$ cat src/rtl/pad_bus_pkg.sv
// Shared types and defaults for the PADBID bus controller.
package pad_bus_pkg;

  typedef enum logic [2:0] {
    S_IDLE,
    S_TX_TURN,
    S_TX_DRIVE,
    S_RX_TURN,
    S_RX_WAIT
  } state_t;

  localparam logic OEN_RELEASE = 1'b1;
  localparam logic OEN_DRIVE   = 1'b0;

  localparam int DEF_TURN_CYC   = 1;
  localparam int DEF_HOLD_CYC   = 2;
  localparam int DEF_SAMPLE_DLY = 2;

  function automatic int max3(input int a, input int b, input int c);
    int m;
    m = (a > b) ? a : b;
    return (m > c) ? m : c;
  endfunction

endpackage

$ cat src/rtl/pad_bus_cnt.sv
// Loadable down-counter shared by every timed state of the pad bus FSM.
module pad_bus_cnt #(
  parameter int CW = 2
) (
  input  logic          CK,
  input  logic          RST,
  input  logic          load,
  input  logic [CW-1:0] load_val,
  output logic          done
);

  logic [CW-1:0] cnt;

  always_ff @(posedge CK or posedge RST) begin
    if (RST) begin
      cnt <= '0;
    end else if (load) begin
      cnt <= load_val;
    end else if (cnt > CW'(1)) begin
      cnt <= cnt - CW'(1);
    end
  end

  assign done = (cnt == CW'(1));

endmodule

$ cat src/rtl/pad_bus_ctrl.sv
// Half-duplex PADBID row controller: serialises writes and reads into
// drive/release windows with turnaround gaps and flags contention.
module pad_bus_ctrl
  import pad_bus_pkg::*;
#(
  parameter int WIDTH      = 4,
  parameter int TURN_CYC   = DEF_TURN_CYC,
  parameter int HOLD_CYC   = DEF_HOLD_CYC,
  parameter int SAMPLE_DLY = DEF_SAMPLE_DLY
) (
  input  logic             CK,
  input  logic             RST,
  input  logic             tx_valid,
  input  logic [WIDTH-1:0] tx_data,
  output logic             tx_ready,
  input  logic             rx_req,
  output logic             rx_valid,
  output logic [WIDTH-1:0] rx_data,
  output logic [WIDTH-1:0] pad_i,
  output logic [WIDTH-1:0] pad_oen,
  input  logic [WIDTH-1:0] pad_c,
  output logic             busy,
  output logic             err,
  input  logic             err_clr
);

  // Write turnaround is one cycle longer: pad_i settles a cycle before OEN falls.
  localparam int TX_TURN = TURN_CYC + 1;
  localparam int CW =
    $clog2(max3(TX_TURN, HOLD_CYC, SAMPLE_DLY) + 1);

  state_t        state;
  state_t        state_n;
  logic          rx_pend;
  logic          load;
  logic [CW-1:0] load_val;
  logic          done;

  pad_bus_cnt #(.CW(CW)) u_cnt (
    .CK       (CK),
    .RST      (RST),
    .load     (load),
    .load_val (load_val),
    .done     (done)
  );

  always_comb begin
    state_n  = state;
    load     = 1'b0;
    load_val = '0;
    unique case (state)
      S_IDLE: begin
        if (rx_pend || (!tx_valid && rx_req)) begin
          state_n  = S_RX_TURN;
          load     = 1'b1;
          load_val = CW'(TURN_CYC);
        end else if (tx_valid) begin
          state_n  = S_TX_TURN;
          load     = 1'b1;
          load_val = CW'(TX_TURN);
        end
      end
      S_TX_TURN: begin
        if (done) begin
          state_n  = S_TX_DRIVE;
          load     = 1'b1;
          load_val = CW'(HOLD_CYC);
        end
      end
      S_TX_DRIVE: begin
        if (done) state_n = S_IDLE;
      end
      S_RX_TURN: begin
        if (done) begin
          state_n  = S_RX_WAIT;
          load     = 1'b1;
          load_val = CW'(SAMPLE_DLY);
        end
      end
      S_RX_WAIT: begin
        if (done) state_n = S_IDLE;
      end
      default: state_n = S_IDLE;
    endcase
  end

  always_ff @(posedge CK or posedge RST) begin
    if (RST) begin
      state    <= S_IDLE;
      pad_oen  <= {WIDTH{OEN_RELEASE}};
      pad_i    <= '0;
      rx_data  <= '0;
      rx_valid <= 1'b0;
      rx_pend  <= 1'b0;
      err      <= 1'b0;
    end else begin
      state    <= state_n;
      rx_valid <= 1'b0;
      if (rx_req) rx_pend <= 1'b1;
      if (err_clr) err <= 1'b0;
      unique case (state)
        S_IDLE: begin
          if (!rx_pend && tx_valid) pad_i <= tx_data;
        end
        S_TX_TURN: begin
          if (done) pad_oen <= {WIDTH{OEN_DRIVE}};
        end
        S_TX_DRIVE: begin
          if (done) begin
            pad_oen <= {WIDTH{OEN_RELEASE}};
            if (pad_c !== pad_i) err <= 1'b1;
          end
        end
        S_RX_WAIT: begin
          if (done) begin
            rx_data  <= pad_c;
            rx_valid <= 1'b1;
            rx_pend  <= rx_req;
          end
        end
        default: ;
      endcase
    end
  end

  assign tx_ready = (state == S_IDLE) & ~rx_pend;
  assign busy     = (state != S_IDLE) | rx_pend;

endmodule

$ cat config.mk
export PLATFORM = sky130hd
export DESIGN_NAME = pad_bus_ctrl
export DESIGN_NICKNAME = d
export VERILOG_FILES = /design/src/rtl/pad_bus_pkg.sv /design/src/rtl/pad_bus_cnt.sv /design/src/rtl/pad_bus_ctrl.sv
export SDC_FILE = /design/constraint.sdc
export NUM_CORES = 1
export LEC_CHECK = 0
export ABC_AREA = 1
export BUFFER_PORTS_ARGS = -buffer_cell sky130_fd_sc_hd__buf_2
export CAP_MARGIN = 30
export CELL_PAD_IN_SITES_DETAIL_PLACEMENT = 0
export CELL_PAD_IN_SITES_GLOBAL_PLACEMENT = 1
export CORE_MARGIN = 5
export CORE_UTILIZATION = 32
export CTS_BUF_LIST = sky130_fd_sc_hd__clkbuf_16
export DETAILED_ROUTE_END_ITERATION = 16
export GPL_ROUTABILITY_DRIVEN = 0
export PLACE_DENSITY = 0.83
export SYNTH_ARGS = -nofsm -noshare
export SYNTH_HDL_FRONTEND = slang
export SYNTH_SLANG_ARGS = --single-unit
export TNS_END_PERCENT = 5
$ cat constraint.sdc
create_clock -name CK -period 1.2 [get_ports CK]
set_clock_uncertainty 0.05 [all_clocks]
set_input_delay 0.18 -clock CK [delete_from_list [all_inputs] [get_ports CK]]
set_output_delay 0.18 -clock CK [all_outputs]
set_load 0.03 [all_outputs]
* Yosys cells after proc, flatten, opt, wreduce, memory -nomap -nowiden
Cells that the tools add are included.
** Cells by class
- Reduce and logical (&&, ||, !) cells :: 15
- $lt $le $gt $ge :: 1
- Shift-type cells :: 0
- $add $sub $neg :: 1
- Equal/unequal tests :: 11
- Divide/modulo/power cells :: 0
- Bitwise logic cells :: 3
- $mul :: 0
- Multiplexer cells :: 27
** Operators with widths (count)
- $mux W3 :: 5
- $pmux W3 S4 :: 1
- $mux W1 :: 11
- $mux W2 :: 5
- $mux W4 :: 2
- $pmux W4 S2 :: 1
- $eq A3 B2 Y1 const B :: 2
- $ne A2 B2 Y1 const B :: 3
- $nex A4 B4 Y1 :: 1
- $pmux W2 S2 :: 1
- $reduce_and A2 Y1 :: 2
- $reduce_and A4 Y1 :: 1
- $reduce_bool A2 Y1 :: 2
- $reduce_or A2 Y1 :: 2
- $eq A3 B1 Y1 const B :: 1
- $eq A3 B3 Y1 const B :: 1
- $logic_not A3 Y1 :: 1
- $ne A3 B3 Y1 const B :: 1
- $reduce_and A3 Y1 :: 1
- $reduce_bool A3 Y1 :: 1
- $eq A2 B1 Y1 const B :: 1
- $gt A2 B1 Y1 const B :: 1
- $logic_and A1 B1 Y1 :: 2
- $logic_not A1 Y1 :: 2
- other kinds (7) :: 7
** Word-level totals
- Memory bits (writable) :: 0
- Latch bits :: 0
- Memories kept :: 0
- Flip-flop bits (word level) :: 20
- Memory bits (read-only) :: 0

* Longest topological paths before layout
- Word-level depth :: 6
- Mapped depth :: 7

* Hierarchy
Synthesis repeated with hierarchy kept, for this count alone.
** Unflattened totals
- Cells, all modules :: 128
- Area total of the unflattened synthesis :: 954.7 um2
** By module, submodules not included
- pad_bus_ctrl :: times used 1, area an instance 824.5 um2, cells each 108
- pad_bus_cnt :: times used 1, area an instance 130.1 um2, cells each 20

* Least setup slack after synthesis
No wires, ideal clock.
- Path kind :: register to register
- Start :: register u_cnt.cnt[0]
- End :: register u_cnt.cnt[0]
- Path buffers :: 0
- Cell stages (with the launch flop) :: 6
- Path slack :: -0.093 ns
- Period minus slack after synthesis :: 1.293 ns
- Arrival :: 1.165 ns
- Data required time :: 1.072 ns
- Library setup time :: 0.078 ns
- Path through :: dfrtp_1 > ha_1 > inv_1 > nand2_1 > xor2_1 > o21bai_1
** On the way
- Word-level cells in the longest chain between the ends :: 4
- Elaborated cells on any way between the ends :: 8
- Classes of those cells :: 1 x add/sub; 1 x order compare; 1 x eq/ne; 4 x mux; 1 x reduce/logical
** RTL lines
- start: declaration :: line pad_bus_cnt.sv:12 : logic [CW-1:0] cnt;
- start signal: assignment :: line pad_bus_cnt.sv:18 : cnt <= load_val;
- start signal: assignment :: line pad_bus_cnt.sv:20 : cnt <= cnt - CW'(1);
- $eq A2 B1 Y1 :: line pad_bus_cnt.sv:24 : assign done = (cnt == CW'(1));
- $mux W1 :: line pad_bus_ctrl.sv:64, pad_bus_ctrl.sv:74
- $pmux W1 S2 :: line pad_bus_ctrl.sv:51 : unique case (state)
- $mux W2 or $reduce_bool A2 Y1 (tied branches)
Several ways; a longest one is shown, not always the timed one. The select of a mux whose other input is x is not followed.
A chain may end at the register's enable or synchronous reset.

* Worst setup path in the final report
- Start :: register state[0]
- End :: output port busy
** On the way
- Word-level cells in the longest chain between the ends :: 2
** RTL lines
- start: declaration :: line pad_bus_ctrl.sv:32 : state_t state;
- start signal: assignment :: line pad_bus_ctrl.sv:97 : state <= state_n;
- $reduce_bool A3 Y1 :: line pad_bus_ctrl.sv:127 : assign busy = (state != S_IDLE) | rx_pend;
- $or A1 B1 Y1 :: line pad_bus_ctrl.sv:127
- end: declaration :: line pad_bus_ctrl.sv:22 : output logic busy,
Every way passes these cells.

==> results_dict.tcl <==
set metrics [dict create \
    status "complete, but fails checks" \
    violations "setup timing" \
    r2r_cells 8 \
    clock-sinks 17 \
    start_util_pct 34.1 \
    clock_latency_ns 0.24 \
    grt_pass1_vias 798 \
    pwr-share-clk_pct 17.1 \
    placed_area_sq_um 1170 \
    dieArea_sq_um 4180 \
    rsz0062_at_grt "true" \
    via_per_inst 4.47 \
    end_kind "output pin" \
    post-route-util_pct 48.5 \
    vias 858 \
    synth_area_sq_um 957 \
    pwr-share-comb_pct 55.3 \
    period_share_pct 114 \
    num_io_pins 29 \
    wl_per_cell_um 11.5 \
    yosys_warnings 0 \
    cts_tree "built" \
    hold_end "pad_i[3]" \
    holdCritStartpoint "tx_data[3]" \
    r2r-end "rx_data[0]" \
    setup_ws_ns -0.171 \
    yosysSeqAreaShare_pct 44.6 \
    diodes 0 \
    drc 0 \
    syn_to_final_growth_pct 42.2 \
    design_area_sq_um 1360 \
    die_x_um 64.7 \
    crit_chain "nor2_4, nand2_4, nor2_8, inv_2, buf_6" \
    max_slew_margin_pct 85.3 \
    hpwl_um 1760 \
    synthDistinctLibCells 23 \
    antenna_left 0 \
    layout_commonest_cell "nand2_1" \
    grt_pass1_wl_um 3630 \
    swShare_pct 44.5 \
    grtUsageTotal_pct 11.2 \
    min_delay_path_depth 3 \
    r2r_setup_slack_ns -0.08 \
    clkSlewWorstSetupHoldPaths_ns 0.05 \
    synth_cells 120 \
    syn_nets 134 \
    drv_cap 0 \
    r2r-start "state[0]" \
    wl_um 2210 \
    tightest_slew_ns 0.220 \
    finalPower_w 0.00375 \
    pre_cts_slack_ns -0.0439 \
    p_int_w 0.00208 \
    vdd_ir_drop_max_mv 1.02 \
    drive_gt1_share_pct 40.4 \
    fin_crit_ns 1.37 \
    p_seq_share_pct 27.7 \
    critPathTopFamily "flip-flops" \
    htreeDepth 1 \
    max_stage_delay_ns 0.42 \
    place.port_buffers 28 \
    grt_max_degree 18 \
    hp-class "primary input to register" \
    dr.pass1.iters 4 \
    coreArea_sq_um 2810 \
    finalSetupViolations 14 \
    cp_max_fo 3 \
    critical-path-slowest-cell "dfrtp_1" \
    path_buf_inv 2 \
    power_density_nw_per_um2 2750 \
    leakage_nw 0.791 \
    grt_overflow_total 0 \
    cts-root-buf "clkbuf_16" \
    antenna_found_initial 0 \
    cts_max_path_buffers 2 \
    syn_area_per_cell_sq_um 7.98 \
    start_kind "register" \
    die_y_um 64.7 \
    max_freq_mhz 729 \
    nNetsFinal 176 \
    drt_iter0_markers 19 \
    ys_seq_elements 17 \
    drv_slew 0 \
    cp_data_arrival_time_ns 1.14 \
    crit_type "register to output pin" \
    worstPathRequired_ns 0.97 \
    num_rows 19 \
    hold_violations 0 \
    switchingPower_w 0.00167 \
    layout_common_cells "40 x nand2_1, 22 x buf_2, 16 x inv_1, 16 x dfrtp_1, 13 x buf_4" \
    numCtsBuffers 3 \
]
## layout make-up
| cell class | instances | area (sq um) |
|---|---|---|
| fillers | 287 | 1440 |
| well taps | 31 | 38.8 |
| clock buffers | 3 | 75.1 |
| flip-flops and latches | 17 | 427 |
| inverters | 22 | 90.1 |
| multi-input cells | 78 | 455 |
| clock inverters | 1 | 3.75 |
| repair buffers | 40 | 272 |
## cell usage after synthesis
| cell | n | area share (%) |
|---|---|---|
| dfrtp_1 | 16 | 42 |
| inv_4 | 1 | 0.65 |
| nor2_2 | 1 | 0.65 |
| inv_2 | 1 | 0.39 |
| buf_4 | 3 | 2.4 |
| o21ai_2 | 4 | 3.7 |
| nand4_1 | 2 | 1.3 |
| nand2_4 | 3 | 3.5 |
| o21bai_1 | 1 | 0.78 |
| nand2_2 | 1 | 0.65 |
| nor2_4 | 1 | 1.2 |
| nor2_8 | 2 | 4.2 |
| a31oi_1 | 1 | 0.65 |
| nand2_1 | 41 | 16 |
| a21oi_1 | 1 | 0.52 |
| inv_1 | 20 | 7.8 |
| dfstp_2 | 1 | 2.7 |
| xor2_1 | 1 | 0.92 |
| ha_1 | 1 | 1.3 |
| o21ai_0 | 3 | 1.6 |
| nor2_1 | 6 | 2.4 |
| nand3_1 | 8 | 4.2 |
| o22ai_1 | 1 | 0.65 |
## state kept, by name, indices dropped and copies added (netlist names)
register and cells:
err 1, pad_i 4, pad_oen 1, rx_data 4
rx_pend 1, rx_valid 1, state 3, u_cnt.cnt 2
## kinds of logic after synthesis
| kind of cell | after synthesis | synth area share [%] |
|---|---|---|
| AO/OA/AOI/OAI | 11 | 7.84 |
| AND/OR/NAND/NOR | 65 | 34.1 |
| buffers and inverters | 25 | 11.2 |
| flip-flops | 17 | 44.6 |
| adder cells (fa/ha/maj) | 1 | 1.31 |
| XOR/XNOR | 1 | 0.915 |
## stage by stage
stage / hold slack (ns) / setup TNS [ns] / std cells
after floorplan: 0.0553 / -0.0913 / 120
after global placement: 0.152 / 0 / 182
after detailed placement: 0.155 / -0.130 / 182
after CTS: 0.112 / -0.746 / 191
after global routing: 0.124 / -1.83 / 192
final: 0.116 / -0.929 / 192
## tightest hold or removal path, cell delays in order
cell and delay [ns]:
buf_2 0.07, nand3_1 0.06, nand2_1 0.06
## worst max path at each step
stage                   end  depth (start not counted)    startpoint  slack [ns]
3_5_place_dp   u_cnt.cnt[0]                          6  u_cnt.cnt[1]       -0.04
6_report               busy                          5      state[0]       -0.17
3_3_place_gp   u_cnt.cnt[0]                          5  u_cnt.cnt[0]       0.007
4_1_cts            tx_ready                          4      state[0]       -0.19
2_1_floorplan          busy                          4      state[1]       -0.08
5_1_grt                busy                          5      state[0]       -0.22
## power groups by stage
stage	clock, W	sequential, W	combinational (W)
after floorplan	0	0.00132	0.00100
after global placement	0	0.00101	0.00171
after detailed placement	0	0.00102	0.00175
after CTS	0.000655	0.00103	0.00197
after global routing	0.000685	0.00107	0.00225
final	0.000639	0.00104	0.00207
## routing by layer
metal | vias to the layer above | global-route usage [%] | share of wire [%]
li1 | 449 | - | -
met1 | 385 | 14.3 | 44
met2 | 22 | 18.2 | 49
met3 | 2 | 3.11 | 6.3
met4 | 0 | 3.96 | 0.36
met5 | - | 0 | 0
## timing repair
item,CTS,global route
hold buffers,1,0
hold endpoints to repair,16,0
resized for setup,14,9
pin swaps,3,3
endpoints found under the setup margin,12,18
buffers inserted,4,1
(Power assumes the default switching activity.)
